--- config.mk ---
export PLATFORM = sky130hd
export DESIGN_NAME = piso_serializer
export DESIGN_NICKNAME = d
export VERILOG_FILES = /design/src/rtl/piso_pkg.sv /design/src/rtl/piso_bit_counter.sv /design/src/rtl/piso_serializer.sv
export SDC_FILE = /design/constraint.sdc
export NUM_CORES = 1
export LEC_CHECK = 0
export CAP_MARGIN = 5
export CORE_AREA = 2 2 39 41
export DETAILED_ROUTE_END_ITERATION = 10
export DIE_AREA = 0 0 41 43
export PLACE_DENSITY = 0.58
export SLEW_MARGIN = 20
export SYNTH_ARGS = -nofsm -noshare
export SYNTH_HDL_FRONTEND = slang
export SYNTH_SLANG_ARGS = --single-unit
--- constraint.sdc ---
create_clock -name clk -period 1.5 [get_ports clk]
set_clock_uncertainty 0.1 [all_clocks]
set_input_delay 0.375 -clock clk [delete_from_list [all_inputs] [get_ports clk]]
set_output_delay 0.375 -clock clk [all_outputs]
set_load 0.05 [all_outputs]
--- src/rtl/piso_pkg.sv ---
// Shared types and helpers for the PISO serializer.
package piso_pkg;

  typedef enum logic {IDLE, SHIFT} state_e;

  function automatic int unsigned cnt_w(input int unsigned frame);
    return $clog2(frame + 1);
  endfunction

endpackage

--- src/rtl/piso_bit_counter.sv ---
// Loadable up-counter tracking the bit position within a serial frame.
module piso_bit_counter
  import piso_pkg::*;
#(
  parameter int unsigned MAX = 4,
  localparam int unsigned CW = cnt_w(MAX)
) (
  input  logic          clk,
  input  logic          rst,
  input  logic          load,
  input  logic          inc,
  input  logic          clr,
  output logic [CW-1:0] count,
  output logic          at_max
);

  // Load wins over clear so a back-to-back accept restarts the frame at 1.
  always_ff @(posedge clk or posedge rst) begin
    if (rst) begin
      count <= '0;
    end else if (load) begin
      count <= CW'(1);
    end else if (clr) begin
      count <= '0;
    end else if (inc && !at_max) begin
      count <= count + CW'(1);
    end
  end

  assign at_max = (count == CW'(MAX));

endmodule

--- src/rtl/piso_serializer.sv ---
// Parallel-in serial-out stage with valid/ready input and valid/last serial output.
// Define PISO_PARITY_EN to append an even-parity bit after the data bits.
module piso_serializer
  import piso_pkg::*;
#(
  parameter int unsigned WIDTH     = 4,
  parameter bit          MSB_FIRST = 1'b1
) (
  input  logic             clk,
  input  logic             rst,
  input  logic             in_valid,
  output logic             in_ready,
  input  logic [WIDTH-1:0] in,
  output logic             ser_out,
  output logic             ser_valid,
  output logic             ser_last,
  output logic             busy
);

`ifdef PISO_PARITY_EN
  localparam int unsigned FRAME = WIDTH + 1;
`else
  localparam int unsigned FRAME = WIDTH;
`endif
  localparam int unsigned CW = cnt_w(FRAME);

  state_e           state_q, state_d;
  logic [WIDTH-1:0] sreg_q, sreg_d, src;
  logic             ser_out_d, ser_valid_d;
  logic [CW-1:0]    count;
  logic             at_max, accept, shifting, clr;
`ifdef PISO_PARITY_EN
  logic             parity_q;
`endif

  piso_bit_counter #(
    .MAX(FRAME)
  ) u_bit_counter (
    .clk   (clk),
    .rst   (rst),
    .load  (accept),
    .inc   (shifting),
    .clr   (clr),
    .count (count),
    .at_max(at_max)
  );

  assign in_ready = ~rst & ((state_q == IDLE) | ((state_q == SHIFT) & at_max));
  assign accept   = in_valid & in_ready;
  assign shifting = (state_q == SHIFT) & (count < CW'(FRAME));

  // The register holds the bits still to be sent; the presented bit lives in ser_out.
  always_comb begin
    state_d     = state_q;
    src         = sreg_q;
    sreg_d      = sreg_q;
    ser_out_d   = 1'b0;
    ser_valid_d = 1'b0;
    clr         = 1'b0;
    if (accept) begin
      state_d     = SHIFT;
      src         = in;
      ser_valid_d = 1'b1;
    end else if (shifting) begin
      ser_valid_d = 1'b1;
    end else if (state_q == SHIFT) begin
      state_d = IDLE;
      clr     = 1'b1;
    end
    if (ser_valid_d) begin
      ser_out_d = MSB_FIRST ? src[WIDTH-1] : src[0];
      sreg_d    = MSB_FIRST ? (src << 1) : (src >> 1);
    end
`ifdef PISO_PARITY_EN
    if (shifting && count == CW'(WIDTH)) begin
      ser_out_d = parity_q;
    end
`endif
  end

  always_ff @(posedge clk or posedge rst) begin
    if (rst) begin
      state_q   <= IDLE;
      sreg_q    <= '0;
      ser_out   <= 1'b0;
      ser_valid <= 1'b0;
    end else begin
      state_q   <= state_d;
      sreg_q    <= sreg_d;
      ser_out   <= ser_out_d;
      ser_valid <= ser_valid_d;
    end
  end

`ifdef PISO_PARITY_EN
  always_ff @(posedge clk or posedge rst) begin
    if (rst) begin
      parity_q <= 1'b0;
    end else if (accept) begin
      parity_q <= ^in;
    end
  end
`endif

  assign ser_last = at_max;
  assign busy     = (state_q == SHIFT);

endmodule

# Word level (Yosys, flattened, before mapping)
# Cells that the tools add are included.
word_totals:
  regBits: 9
  in_bits: 7
classes:
  add_sub_neg: 1
  magnitude_cmp: 1
  n_eq_ne: 2
  muxes: 12
  bitwise: 7
  reduce_logical: 3
op_table:
  columns: ["operator", "count"]
  rows:
  - ["two-way mux 3 bit", 3]
  - ["two-way mux 1 bit", 8]
  - ["bitwise AND 1 bit", 4]
  - ["two-way mux 4 bit", 1]
  - ["adder 3 x 1 -> 3 bit (second input constant)", 1]
  - ["equality test 3 bit (second input constant)", 1]
  - ["< comparator 3 bit (second input constant)", 1]
  - ["nonzero test 3 bit", 1]
  - ["!= test 2 bit (second input constant)", 1]
  - ["NOT 1 bit", 2]
  - ["logical AND 1 bit", 1]
  - ["zero test 1 bit", 1]
  - ["bitwise OR 1 bit", 1]

# Depth between registers and ports, before layout
depth:
  ltp_word: 8
  mapped_depth: 5
  ltp_nobuf: 5

# Cells and area by module
# Synthesis repeated with hierarchy kept, for this count alone.
unflattened:
  cells_unflattened: 45
  hier_area_um2: 510.5
by_module_without_submodules:
  columns: ["mod", "instances", "cells_per_inst", "area_each_um2", "seq_area_each_um2"]
  rows:
  - ["piso_serializer", 1, 27, 322.8, 150.1]
  - ["piso_bit_counter", 1, 18, 187.7, 75.1]

# Least setup slack after synthesis
# Ideal clock, no wire load.
synth_timing:
  path_kind: "register to output"
  from: "register state_q (netlist: busy)"
  to: "output in_ready"
  arrival_time_ns: 1.500
  required_ns: 1.025
  setup_slack_ns: -0.475
  stages_incl_launch_ff: 3
  n_path_buf: 0
  path_cell_list: "dfrtp_1 a21boi_2 nor2_1"
synth_via:
  elab_chain_cells: 3
  word_cells_on_any_way: 4
  cone_classes: "bitwise: 4"
synth_rtl:
  columns: ["item", "line", "text"]
  rows:
  - ["from (decl)", "piso_serializer.sv:27", "state_e state_q, state_d;"]
  - ["from (signal assigned)", "piso_serializer.sv:88", "state_q <= state_d;"]
  - ["bitwise AND 1 bit / NOT 1 bit (equally long branches)", "piso_serializer.sv:48", "assign in_ready = ~rst & ((state_q == IDLE) | ((state_q == SHIFT) & at_max));"]
  - ["bitwise OR 1 bit (*)", "piso_serializer.sv:48", null]
  - ["bitwise AND 1 bit (*)", "piso_serializer.sv:48", null]
  - ["to (decl)", "piso_serializer.sv:12", "output logic in_ready,"]
# Every way passes the cells marked *; elsewhere a longest branch is shown, timed or not.

# Worst setup path in the final report
layout_timing:
  from: "register u_bit_counter.count[0]"
  to: "output in_ready"
layout_via:
  elab_chain_cells: 4
layout_rtl:
  columns: ["item", "line", "text"]
  rows:
  - ["from (decl)", "piso_bit_counter.sv:13", "output logic [CW-1:0] count,"]
  - ["from (signal assigned)", "piso_bit_counter.sv:26", "count <= count + CW'(1);"]
  - ["equality test 3 bit", "piso_bit_counter.sv:30", "assign at_max = (count == CW'(MAX));"]
  - ["bitwise AND 1 bit", "piso_serializer.sv:48", null]
  - ["bitwise OR 1 bit", "piso_serializer.sv:48", null]
  - ["bitwise AND 1 bit", "piso_serializer.sv:48", null]
# No other way between the ends.

==> metrics.txt <==
status=finished, violations left; violations in the final reports=setup timing; ANT cells=0; DR vias/cell=4.57; critical path type=register to output pin; Seq pwr share=25.5%; DR iter-0 viols=6; Fin. Hold Viols=0; wire length per cell=10.7 um; DP Worst Slack=-220 ps; Mapped Cells=37; DP HPWL=638 um; RR Startpoint=u_bit_counter.count[1]; RSZ-0062 raised after global routing=yes; first-pass GRT wire length=1590 um; commonest cells after routing, fill and taps aside=10 x buf_4, 8 x dfrtp_1, 6 x clkdlybuf4s50_1; routed vias=361; Placeable Area=1380 sq um; Mapped Nets=46; CTS Sinks=9; CP required=1020 ps; Critical Path Fanout Max=2; maxcap violations=0; Post-Route WL=846 um; clk_lat worst skew=260 ps; Worst VDD drop=958 uV; Slew @ Worst Pin=335 ps; Die ar.=1760 sq um; I/O Pins=12; drt pass-1 iters=4; top cells by area, synth=dfrtp_1 52%, ha_1 5.7%, and2_2 5.2%; cell row count=14; distinct cell type count of the synthesized netlist=18; CTS tree=done; gpl congestion=0.672; area fraction of the dominant cell type after synthesis=51.6%; area of the multi-input gates=240 sq um; FMAX=0.598 GHz; worst hold path endpoint=ser_out; Clock Tree Root=clkbuf_4; CTS buffer count=3; Starting Density=31.6%; CP cell instances=inv_2, ha_4, a21boi_4, nor2_4, buf_12; Worst EP arrival=1200 ps; grt total ovfl=0; Die Span Y=43 um; clk buf depth=2; layout cells sized above 1=55.6%; setup TNS=-489 ps; Period minus WS final=1670 ps; clock slew at reported path FFs=70 ps; pwr dens=2170 nW/um^2; Pleak=0.367 nW; antenna-violating nets left=0; Final Worst Setup Slack=-173 ps; Reg2Reg Depth=6; worst min path class=register to register; FF-to-FF End=sreg_q[2]; GR Util All Layers=13.4%; Mapped Area=437 sq um; Port Buffer Count=11; register-to-register setup slack=-80 ps; Yosys warning total=0; sw frac=37.6%; period utilisation layout=112%; Setup violations, final=4; critical path endpoint category=output pin; H-tree levels=1; slew margin rel.=77.7%; max incr delay on CP=370 ps; post-synthesis sequential element count=9; slowest stage cell on the critical path=dfrtp_1; cell internal pwr=0.00105 W; fill count=129; Syn Area/Cell=11.8 sq um; area grow syn2layout=78.2%; Final Max Tran Viols=0; antenna violations before repair=0; commonest non-fill, non-tap cell in the layout=buf_4; largest net degree at the start of global routing=10; worst min-delay path startpoint=sreg_q[3]; vias in the first global route=405; Seq/Total Area, Yosys=51.6%; Die X=41 um; CP Launch Type=register; combinational power share=63.2%; Switching Power=0.000636 W; Clock Power Share=11.3%; DR DRC count=0; Reg area=226 sq um; Hold Crit Depth=1; # nets final=73; largest area contributor in the netlist=dfrtp_1
==> power groups by stage <==
stage / registers, W / logic [W] / clock network [W]
floorplan: 0.000542 / 0.000369 / 0
global placement: 0.000430 / 0.000906 / 0
detailed placement: 0.000434 / 0.000911 / 0
CTS: 0.000432 / 0.00106 / 0.000198
global route: 0.000446 / 0.00115 / 0.000208
finish: 0.000431 / 0.00107 / 0.000191
==> worst max-delay path, delay by kind of cell, from the launching register on <==
family | cells | cell delay [ps]
DFF | 1 | 370
buffers and inverters | 2 | 200
adders and majority gates | 1 | 160
AOI/OAI and AO/OA | 1 | 160
and+or+nand+nor | 1 | 50
==> layout make-up <==
| type | instances | share of cell area, % |
|---|---|---|
| Inverter | 5 | 2.41 |
| Timing Repair Buffer | 22 | 31.7 |
| Clock buffer | 4 | 3.38 |
| Tap cell | 16 | 2.57 |
| Multi-Input combinational cell | 23 | 30.9 |
| Sequential cell | 9 | 29.1 |
==> worst max path at each step <==
stage,cells past startpoint,to,start
2_1_floorplan,5,sreg_q[1],u_bit_counter.count[0]
3_3_place_gp,4,sreg_q[1],in_valid
3_5_place_dp,4,sreg_q[1],rst
4_1_cts,5,in_ready,u_bit_counter.count[0]
5_1_grt,5,in_ready,u_bit_counter.count[1]
6_report,5,in_ready,u_bit_counter.count[0]
==> metrics by stage <==
step                      hold slack [ps]  power, W  cells  instance area (sq um)  utilization (%)
after floorplan                       103  0.000911     37                    453                -
after global placement                395   0.00134     71                    686             49.5
after detailed placement              400   0.00135     71                    686             49.5
after CTS                             414   0.00169     79                    773             55.9
after global routing                  453   0.00180     79                    778             56.2
final                                 414   0.00169     79                    778             56.2
==> Yosys cell counts <==
| master | n |
|---|---|
| a22o_1 | 1 |
| nand2_1 | 3 |
| or2b_1 | 1 |
| a221o_1 | 2 |
| and2_2 | 3 |
| o31ai_1 | 1 |
| o21ai_0 | 1 |
| dfrtp_1 | 9 |
| mux2_2 | 1 |
| nand2b_4 | 1 |
| nor2_1 | 1 |
| nor2_2 | 1 |
| ha_1 | 2 |
| o21ba_2 | 1 |
| o221ai_1 | 1 |
| inv_1 | 5 |
| and2b_4 | 2 |
| a21boi_2 | 1 |
==> cells by family (layout without fill, tap and decap cells) <==
group	Yosys count	in the layout	share of synthesized area, %
multiplexers	1	1	2.58
AND/OR/NAND/NOR	12	12	19.5
adder cells (fa/ha/maj)	2	2	5.73
AO/OA/AOI/OAI	8	8	16.3
buffers and inverters	5	31	4.30
flip-flops	9	9	51.6
==> layer usage <==
layer	GRT usage [%]	share of wire, %	vias up
met3	3.14	3.8	2
met1	17.7	45	176
met5	0	0	-
li1	-	-	176
met4	8.00	0.83	0
met2	19.1	50	7
==> state kept, by name (all words and copies together), names as in the netlist <==
register / cells
sreg_q: 3
u_bit_counter.count: 3
busy: 1
ser_out: 1
ser_valid: 1
==> timing repair <==
item                                   4_1_cts  5_1_grt
endpoints found under the hold margin        0        0
hold buffers                                 0        0
buffers inserted                             4        0
pin swaps                                    3        0
gates resized for setup                      8        1
setup endpoints to repair                    6        6
(Power assumes the default switching activity.)
